`src/rtl/operand_stack_pkg.sv`:
```
// operand_stack_pkg: occupancy states, command encoding and strobe decode for the operand stack.
package operand_stack_pkg;
    typedef enum logic [1:0] {S_EMPTY, S_PART, S_FULL} occ_t;
    typedef enum logic [2:0] {C_NONE, C_PUSH, C_POP, C_TOS, C_ILLEGAL} cmd_t;
    function automatic cmd_t decode_cmd(input logic push, input logic pop, input logic tos);
        return ({push, pop, tos} == 3'b000) ? C_NONE :
               ({push, pop, tos} == 3'b100) ? C_PUSH :
               ({push, pop, tos} == 3'b010) ? C_POP  :
               ({push, pop, tos} == 3'b001) ? C_TOS  : C_ILLEGAL;
    endfunction
endpackage

```
`src/rtl/operand_stack_if.sv`:
```
// operand_stack_if: controller-facing strobes, data and status of the operand stack.
interface operand_stack_if #(parameter int WIDTH = 8, parameter int DEPTH = 8);
    localparam int PW = $clog2(DEPTH + 1);
    logic             push;
    logic             pop;
    logic             tos;
    logic             err_clear;
    logic [WIDTH-1:0] push_data;
    logic [WIDTH-1:0] stack_out;
    logic [PW-1:0]    count;
    logic             empty;
    logic             full;
    logic             err_overflow;
    logic             err_underflow;
    logic             err_conflict;
    modport master (
        output push, pop, tos, err_clear, push_data,
        input  stack_out, count, empty, full, err_overflow, err_underflow, err_conflict
    );
    modport slave (
        input  push, pop, tos, err_clear, push_data,
        output stack_out, count, empty, full, err_overflow, err_underflow, err_conflict
    );
endinterface

```
`src/rtl/operand_stack_ram.sv`:
```
// operand_stack_ram: DEPTH x WIDTH storage, synchronous write, asynchronous read, no reset.
module operand_stack_ram #(
    parameter int WIDTH = 8,
    parameter int DEPTH = 8,
    localparam int AW = $clog2(DEPTH)
) (
    input  logic             clk,
    input  logic             we,
    input  logic [AW-1:0]    waddr,
    input  logic [WIDTH-1:0] wdata,
    input  logic [AW-1:0]    raddr,
    output logic [WIDTH-1:0] rdata
);
    logic [WIDTH-1:0] mem [DEPTH];
    always_ff @(posedge clk) begin
        if (we) mem[waddr] <= wdata;
    end
    assign rdata = mem[raddr];
endmodule

```
`src/rtl/operand_stack.sv`:
```
// operand_stack: bounded LIFO with registered read port and sticky misuse flags.
module operand_stack
    import operand_stack_pkg::*;
#(
    parameter int WIDTH = 8,
    parameter int DEPTH = 8
) (
    input logic clk,
    input logic rst,
    operand_stack_if.slave bus
);
    localparam int PW = $clog2(DEPTH + 1);
    localparam int AW = $clog2(DEPTH);
    localparam logic [PW-1:0] DEPTH_C = PW'(DEPTH);
    logic [PW-1:0]    count_q, count_d, top_idx;
    logic [WIDTH-1:0] out_q, out_d, rdata;
    logic             ovf_q, ovf_d, und_q, und_d, conf_q, conf_d, we;
    occ_t             occ_q, occ_d;
    cmd_t             cmd;
    assign cmd     = decode_cmd(bus.push, bus.pop, bus.tos);
    // never form an index from count-1 while the stack is empty
    assign top_idx = (count_q != '0) ? count_q - PW'(1) : '0;
    operand_stack_ram #(.WIDTH(WIDTH), .DEPTH(DEPTH)) u_ram (
        .clk   (clk),
        .we    (we),
        .waddr (count_q[AW-1:0]),
        .wdata (bus.push_data),
        .raddr (top_idx[AW-1:0]),
        .rdata (rdata)
    );
    always_comb begin
        count_d = count_q;
        out_d   = out_q;
        we      = 1'b0;
        ovf_d   = ovf_q & ~bus.err_clear;
        und_d   = und_q & ~bus.err_clear;
        conf_d  = conf_q & ~bus.err_clear;
        case (cmd)
            C_PUSH: if (occ_q == S_FULL) ovf_d = 1'b1;
                    else begin
                        we      = 1'b1;
                        count_d = count_q + PW'(1);
                    end
            C_POP: if (occ_q == S_EMPTY) und_d = 1'b1;
                   else begin
                       out_d   = rdata;
                       count_d = count_q - PW'(1);
                   end
            C_TOS: begin
                out_d = (occ_q == S_EMPTY) ? '0 : rdata;
                und_d = und_d | (occ_q == S_EMPTY);
            end
            C_ILLEGAL: conf_d = 1'b1;
            default: ;
        endcase
        occ_d = (count_d == '0) ? S_EMPTY : (count_d == DEPTH_C) ? S_FULL : S_PART;
    end
    always_ff @(posedge clk) begin
        if (rst) begin
            count_q <= '0;
            out_q   <= '0;
            ovf_q   <= 1'b0;
            und_q   <= 1'b0;
            conf_q  <= 1'b0;
            occ_q   <= S_EMPTY;
        end else begin
            count_q <= count_d;
            out_q   <= out_d;
            ovf_q   <= ovf_d;
            und_q   <= und_d;
            conf_q  <= conf_d;
            occ_q   <= occ_d;
        end
    end
    assign bus.stack_out     = out_q;
    assign bus.count         = count_q;
    assign bus.empty         = (count_q == '0);
    assign bus.full          = (count_q == DEPTH_C);
    assign bus.err_overflow  = ovf_q;
    assign bus.err_underflow = und_q;
    assign bus.err_conflict  = conf_q;
endmodule

```
`src/flat_wrapper.sv`:
```
// flat-port wrapper written by rule: the top's interface ports become plain ports
module operand_stack_flat import operand_stack_pkg::*;
#(
    parameter int WIDTH = 8,
    parameter int DEPTH = 8
)
  (clk, rst, bus_push, bus_pop, bus_tos, bus_err_clear, bus_push_data, bus_stack_out, bus_count, bus_empty, bus_full, bus_err_overflow, bus_err_underflow, bus_err_conflict);
  operand_stack_if #(.WIDTH(WIDTH), .DEPTH(DEPTH)) bus_i ();
  input logic clk;
  input logic rst;
  input wire logic [$bits(bus_i.push)-1:0] bus_push;
  input wire logic [$bits(bus_i.pop)-1:0] bus_pop;
  input wire logic [$bits(bus_i.tos)-1:0] bus_tos;
  input wire logic [$bits(bus_i.err_clear)-1:0] bus_err_clear;
  input wire logic [$bits(bus_i.push_data)-1:0] bus_push_data;
  output wire logic [$bits(bus_i.stack_out)-1:0] bus_stack_out;
  output wire logic [$bits(bus_i.count)-1:0] bus_count;
  output wire logic [$bits(bus_i.empty)-1:0] bus_empty;
  output wire logic [$bits(bus_i.full)-1:0] bus_full;
  output wire logic [$bits(bus_i.err_overflow)-1:0] bus_err_overflow;
  output wire logic [$bits(bus_i.err_underflow)-1:0] bus_err_underflow;
  output wire logic [$bits(bus_i.err_conflict)-1:0] bus_err_conflict;
  assign bus_i.push = bus_push;
  assign bus_i.pop = bus_pop;
  assign bus_i.tos = bus_tos;
  assign bus_i.err_clear = bus_err_clear;
  assign bus_i.push_data = bus_push_data;
  assign bus_stack_out = bus_i.stack_out;
  assign bus_count = bus_i.count;
  assign bus_empty = bus_i.empty;
  assign bus_full = bus_i.full;
  assign bus_err_overflow = bus_i.err_overflow;
  assign bus_err_underflow = bus_i.err_underflow;
  assign bus_err_conflict = bus_i.err_conflict;
  operand_stack #(.WIDTH(WIDTH), .DEPTH(DEPTH)) u_core (.clk(clk), .rst(rst), .bus(bus_i));
endmodule
```
`config.mk`:
```
export PLATFORM = sky130hd
export DESIGN_NAME = operand_stack_flat
export DESIGN_NICKNAME = d
export VERILOG_FILES = /design/src/rtl/operand_stack_pkg.sv /design/src/rtl/operand_stack_if.sv /design/src/rtl/operand_stack_ram.sv /design/src/rtl/operand_stack.sv /design/src/flat_wrapper.sv
export SDC_FILE = /design/constraint.sdc
export NUM_CORES = 1
export LEC_CHECK = 0
export BUFFER_PORTS_ARGS = -buffer_cell sky130_fd_sc_hd__buf_2
export CAP_MARGIN = 5
export CELL_PAD_IN_SITES_DETAIL_PLACEMENT = 0
export CELL_PAD_IN_SITES_GLOBAL_PLACEMENT = 1
export CORE_MARGIN = 1
export CORE_UTILIZATION = 48
export CTS_CLUSTER_DIAMETER = 200
export DETAILED_ROUTE_END_ITERATION = 12
export PLACE_DENSITY = 0.84
export SYNTH_ARGS = -nofsm -noshare
export SYNTH_HDL_FRONTEND = slang
export SYNTH_SLANG_ARGS = --single-unit
export TNS_END_PERCENT = 10
```
`constraint.sdc`:
```
create_clock -name clk -period 3.05 [get_ports clk]
set_clock_uncertainty 0.15 [all_clocks]
set_input_delay 0.61 -clock clk [delete_from_list [all_inputs] [get_ports clk]]
set_output_delay 0.61 -clock clk [all_outputs]
set_load 0.1 [all_outputs]
```
==> out/qor.csv, run 1 <==
metric;value;unit
finalCritPeriodShare;0.909;
clkLatencyLatePin;0.35;ns
slowest_delay;0.39;ns
synth_warnings;0;
hpwlAfterDp;4690;um
cts_root_buf;clkbuf_8;
ctsHoldBuffers;0;
core-area;0.00679;mm2
fillers;568;
cts_htree_levels;3;
drive_gt1_frac;0.212;
final_max_slew_viol_count;0;
status;complete, no violations;
path_class;flip-flop to output port;
hold-worst-slack;0.335;ns
synth-edff-count;64;
numCtsBuffers;9;
async_flop_share;0;
vias;2245;
synth_ff_type;edfxtp_1;
crit_fanout;17;
gr-total-overflow;0;
synth.area.top_cells;edfxtp_1, dfxtp_1, mux2i_1;
hold_viol_final;0;
ys_seq_area_frac;0.671;
tritoncts;yes;
maxSlewHeadroom;0.617;
place_area;0.00369;mm2
end_kind;output port;
crit_chain;inv_1, ha_1, or3b_1, inv_2, buf_12;
arrival;2.01;ns
grt_max_degree;43;
grt_pass1_wl;11800;um
p_total;2.35;mW
drtAntennaViolNets;0;
period_minus_slack;2.77;ns
syn_nets;282;
critPathLaunchType;flip-flop;
avgSynthCellArea;12.7;um2
swShare;0.279;
post_cts_buffers;0;
dr.pass1.iters;4;
netlist_instances;266;
synth_most_common_cell;edfxtp_1;
hold_path.class;flip-flop to flip-flop;
n_antenna_cell;0;
port_buffers;30;
grtUsageTotal;0.221;
setup_viol;0;
max_cap_violations;0;
cts_resized;0;
gp_congestion;0.864;
pre_cts_ws;0.600;ns
ios;31;
synthTopCellsByCount;edfxtp_1, nand2_1, o21ai_0;
cp.required;2.29;ns
drc;0;
p_seq_frac;0.516;
core.rowCount;30;
viasPerCell;5.52;
synth_area;0.00337;mm2
internal_power;1.69;mW
p_per_area;602;mW/mm2
path_delay_family;buffers and inverters;
clock-sinks;81;
tns;0;ns
irDropWorstVdd;0.337;mV
drtIter0Drc;150;
clkTransAtPathRegs;0.09;ns
die_x;85.8;um
layout_setup_ws;0.279;ns
rsz0062_at_grt;no;
synth_top_area_cell;edfxtp_1;
p_comb_frac;0.126;
die_y;85.8;um
ctsLongestPathBuffers;2;
initial_core_util;0.496;
post-route-cell-area;0.00391;mm2
tightest_slew;0.570;ns
path_buf_inv;3;
wirelength;7430;um
synth_cell_types;35;
crit_slowest_cell;or3b_1;
clock_power_share;0.358;
leakagePower;1.40;nW
ys_ff_latch;81;
area_delta_synth_final;15.9;%
power.switching;656;uW
avgRoutedWirePerCell;18.3;um
nNetsFinal;322;
clock.fmax;361;MHz
antenna_found_initial;0;
grt_pass1_vias;2277;
dieArea;0.00736;mm2
yosysTopAreaCellShare;0.570;
==> routing by layer <==
metal	vias to the layer above	wire length (um)	share of wire	track usage
li1	1076	-	-	-
met5	-	0	0	0
met3	7	539	0.073	0.0645
met1	1069	3030	0.41	0.274
met4	0	101	0.014	0.100
met2	93	3770	0.51	0.362
==> metrics by stage <==
stage,utilization,instances
after floorplan,-,266
after global placement,0.543,391
after detailed placement,0.543,391
after CTS,0.575,407
after global routing,0.575,407
final,0.575,407
==> sequential cells by signal, summed over array words and instances, names as in the netlist <==
signal                    flops
u_core.bus.err_overflow       1
u_core.u_ram.mem             64
u_core.bus.err_underflow      1
u_core.bus.err_conflict       1
u_core.bus.stack_out          8
u_core.occ_q                  2
u_core.bus.count              4
==> tightest hold or removal path, delay by kind of cell (launching register included) <==
kind               cells  cell delay [ns]
and+or+nand+nor        1             0.07
DFF                    1             0.33
AOI/OAI and AO/OA      1             0.05
==> cells in the final DEF, fill, tap and decap left out, drive strengths merged, types with 11 or more instances in the layout <==
cell    instances
mux2i          19
dfxtp          17
inv            11
a21oi          21
edfxtp         64
nand2          32
buf            43
nor2           14
o21ai          25
nor3           14
==> power groups by stage <==
| stage | logic [mW] | clock network [mW] | registers [mW] |
|---|---|---|---|
| after global routing | 0.320 | 0.900 | 1.22 |
| after CTS | 0.295 | 0.857 | 1.21 |
| after detailed placement | 0.294 | 0 | 1.24 |
| after floorplan | 0.169 | 0 | 1.29 |
| after global placement | 0.291 | 0 | 1.24 |
| final | 0.296 | 0.841 | 1.21 |
==> worst paths after layout <==
check	start	to	slack, ns	depth (start not counted)
max	u_core.bus.count[0]	bus_empty	0.28	5
min	u_core.bus.err_overflow	u_core.bus.err_overflow	0.34	2
max reg2reg	u_core.bus.count[0]	u_core.bus.stack_out[3]	0.59	8
min reg2reg	u_core.bus.err_overflow	u_core.bus.err_overflow	0.34	2
==> cell type report <==
cell class | count | area, um2 | share of cell area
Multi-Input combinational cell | 165 | 1010 | 0.260
Sequential cell | 81 | 2270 | 0.581
Clock inverter | 7 | 95.1 | 0.0244
Inverter | 6 | 22.5 | 0.00577
Tap cell | 96 | 120 | 0.0308
Timing Repair Buffer | 43 | 263 | 0.0673
Clock buffer | 9 | 124 | 0.0317
==> cells by family after synthesis <==
group | Yosys count | synth area share
fa+ha+maj | 3 | 0.0104
compound gates | 67 | 0.125
buf+inv | 20 | 0.0304
simple gates | 73 | 0.0977
xor+xnor | 2 | 0.00520
mux | 20 | 0.0598
flops | 81 | 0.671
Note: power is estimated with default switching activity, not from simulation.
==> run 2: changes to the inputs <==
--- a/config.mk
+++ b/config.mk
@@ -14,6 +14,7 @@
 export CTS_CLUSTER_DIAMETER = 200
 export DETAILED_ROUTE_END_ITERATION = 12
 export PLACE_DENSITY = 0.84
+export REMOVE_ABC_BUFFERS = 1
 export SYNTH_ARGS = -nofsm -noshare
 export SYNTH_HDL_FRONTEND = slang
 export SYNTH_SLANG_ARGS = --single-unit
==> run 2 against run 1 <==
  * Die area stayed put
  * Sequential power barely moved
  * Clock power is 19% lower
  * Core utilization decreased by 0.61 points
  * Sequential share of layout area grew 0.52 points
  * Cell area decreased by 1.1%
  * Combinational power barely moved
  * Sequential cell count did not move
  * Highest routed layer unchanged
  * Critical path depth unchanged
  * Hold slack got worse by 0.023 ns
  * Total power shrank 6.8%
==> out/qor.csv, run 2 (synthesis results as in run 1) <==
metric;value;unit
cts_root_buf;clkbuf_8;
drtAntennaViolNets;0;
final_max_slew_viol_count;0;
p_per_area;567;mW/mm2
drtIter0Drc;199;
wl_met3;410;um
ctsHoldBuffers;0;
drc;0;
largest_reg_flops;64;
crit_fanout;10;
path_class;flip-flop to output port;
maxSlewHeadroom;0.635;
grt_pass1_vias;2112;
port_buffers;30;
tightest_slew;0.543;ns
ios;31;
n_antenna_cell;0;
clock.fmax;344;MHz
finalCritPeriodShare;0.953;
max_cap_violations;0;
status;complete, no violations;
dieArea;0.00736;mm2
final_cell_mix;edfxtp_1, nand2_1, buf_2;
numCtsBuffers;9;
highest_layer;met4;
tritoncts;yes;
period_minus_slack;2.91;ns
arrival;2.15;ns
rr_worst_depth;9;
clkLatencyLatePin;0.35;ns
die_x;85.8;um
ctsLongestPathBuffers;2;
end_kind;output port;
gr-total-overflow;0;
rsz0062_at_grt;no;
wirelength;7220;um
fillers;559;
leakagePower;1.39;nW
core.rowCount;30;
die_y;85.8;um
hold_path.class;flip-flop to flip-flop;
initial_core_util;0.496;
drive_gt1_frac;0.210;
gp_congestion;0.764;
hpwlAfterDp;4680;um
grt_pass1_wl;11300;um
layout_commonest_cell;edfxtp_1;
antenna_found_initial;0;
hold_viol_final;0;
multi_input_area;0.00101;mm2
critPathLaunchType;flip-flop;
cts_resized;0;
cts_htree_levels;3;
seqCellArea;0.00226;mm2
clock-sinks;81;
tns;0;ns
whs_path_depth;1;
p_total;2.19;mW
area_delta_synth_final;14.7;%
m1WireLength;3210;um
cp.required;2.29;ns
dr.pass1.iters;4;
vias;2252;
regMostFlops;u_core.u_ram.mem;
post_cts_buffers;0;
core-area;0.00679;mm2
irDropWorstVdd;0.312;mV
viasPerCell;5.48;
grtUsageTotal;0.213;
grt_max_degree;43;
nNetsFinal;326;
setup_viol;0;
routed-wl-met2;3510;um
clkTransAtPathRegs;0.07;ns
avgRoutedWirePerCell;17.6;um
==> run 2: path summary, 6_finish.rpt <==
path,slack [ns],startpoint,end
hold reg to reg,0.31,u_core.bus.stack_out[3],u_core.bus.stack_out[3]
hold / removal,0.31,u_core.bus.stack_out[3],u_core.bus.stack_out[3]
setup / recovery,0.14,u_core.bus.count[1],bus_empty
setup reg to reg,0.54,u_core.bus.count[1],u_core.bus.stack_out[3]
==> run 2: area by class of cell <==
cell class	instances	area share
clock buffers	10	0.0356
flip-flops and latches	81	0.586
well taps	96	0.0311
repair buffers	47	0.0719
multi-input cells	165	0.262
inverters	6	0.00583
clock inverters	6	0.00810
==> run 2: critical path, stage by stage, from the launching register on <==
cell     delay, ns
dfxtp_1       0.41
inv_1         0.12
ha_1          0.21
or3b_1        0.52
inv_2         0.12
buf_2         0.43
==> run 2: per-layer routing <==
metal | vias up | GRT usage
met3 | 9 | 0.0443
met2 | 68 | 0.329
met5 | - | 0
li1 | 1074 | -
met4 | 0 | 0.0864
met1 | 1101 | 0.296
==> run 2: through the flow <==
stage                util  hold WS, ns  instances  cell area [um2]  setup WS [ns]
CTS                 0.569        0.317        411             3860          0.141
global route        0.569        0.342        411             3860         0.0490
finish              0.569        0.312        411             3860          0.145
floorplan               -        0.355        252             3290          -1.24
global placement    0.544        0.307        395             3690          0.574
detailed placement  0.544        0.299        395             3690          0.522
==> run 2: report_power, final <==
group	total, mW	internal (mW)	switching, mW
logic	0.295	0.0843	0.211
clock network	0.683	0.311	0.372
registers	1.21	1.20	0.00905
total	2.19	1.60	0.592
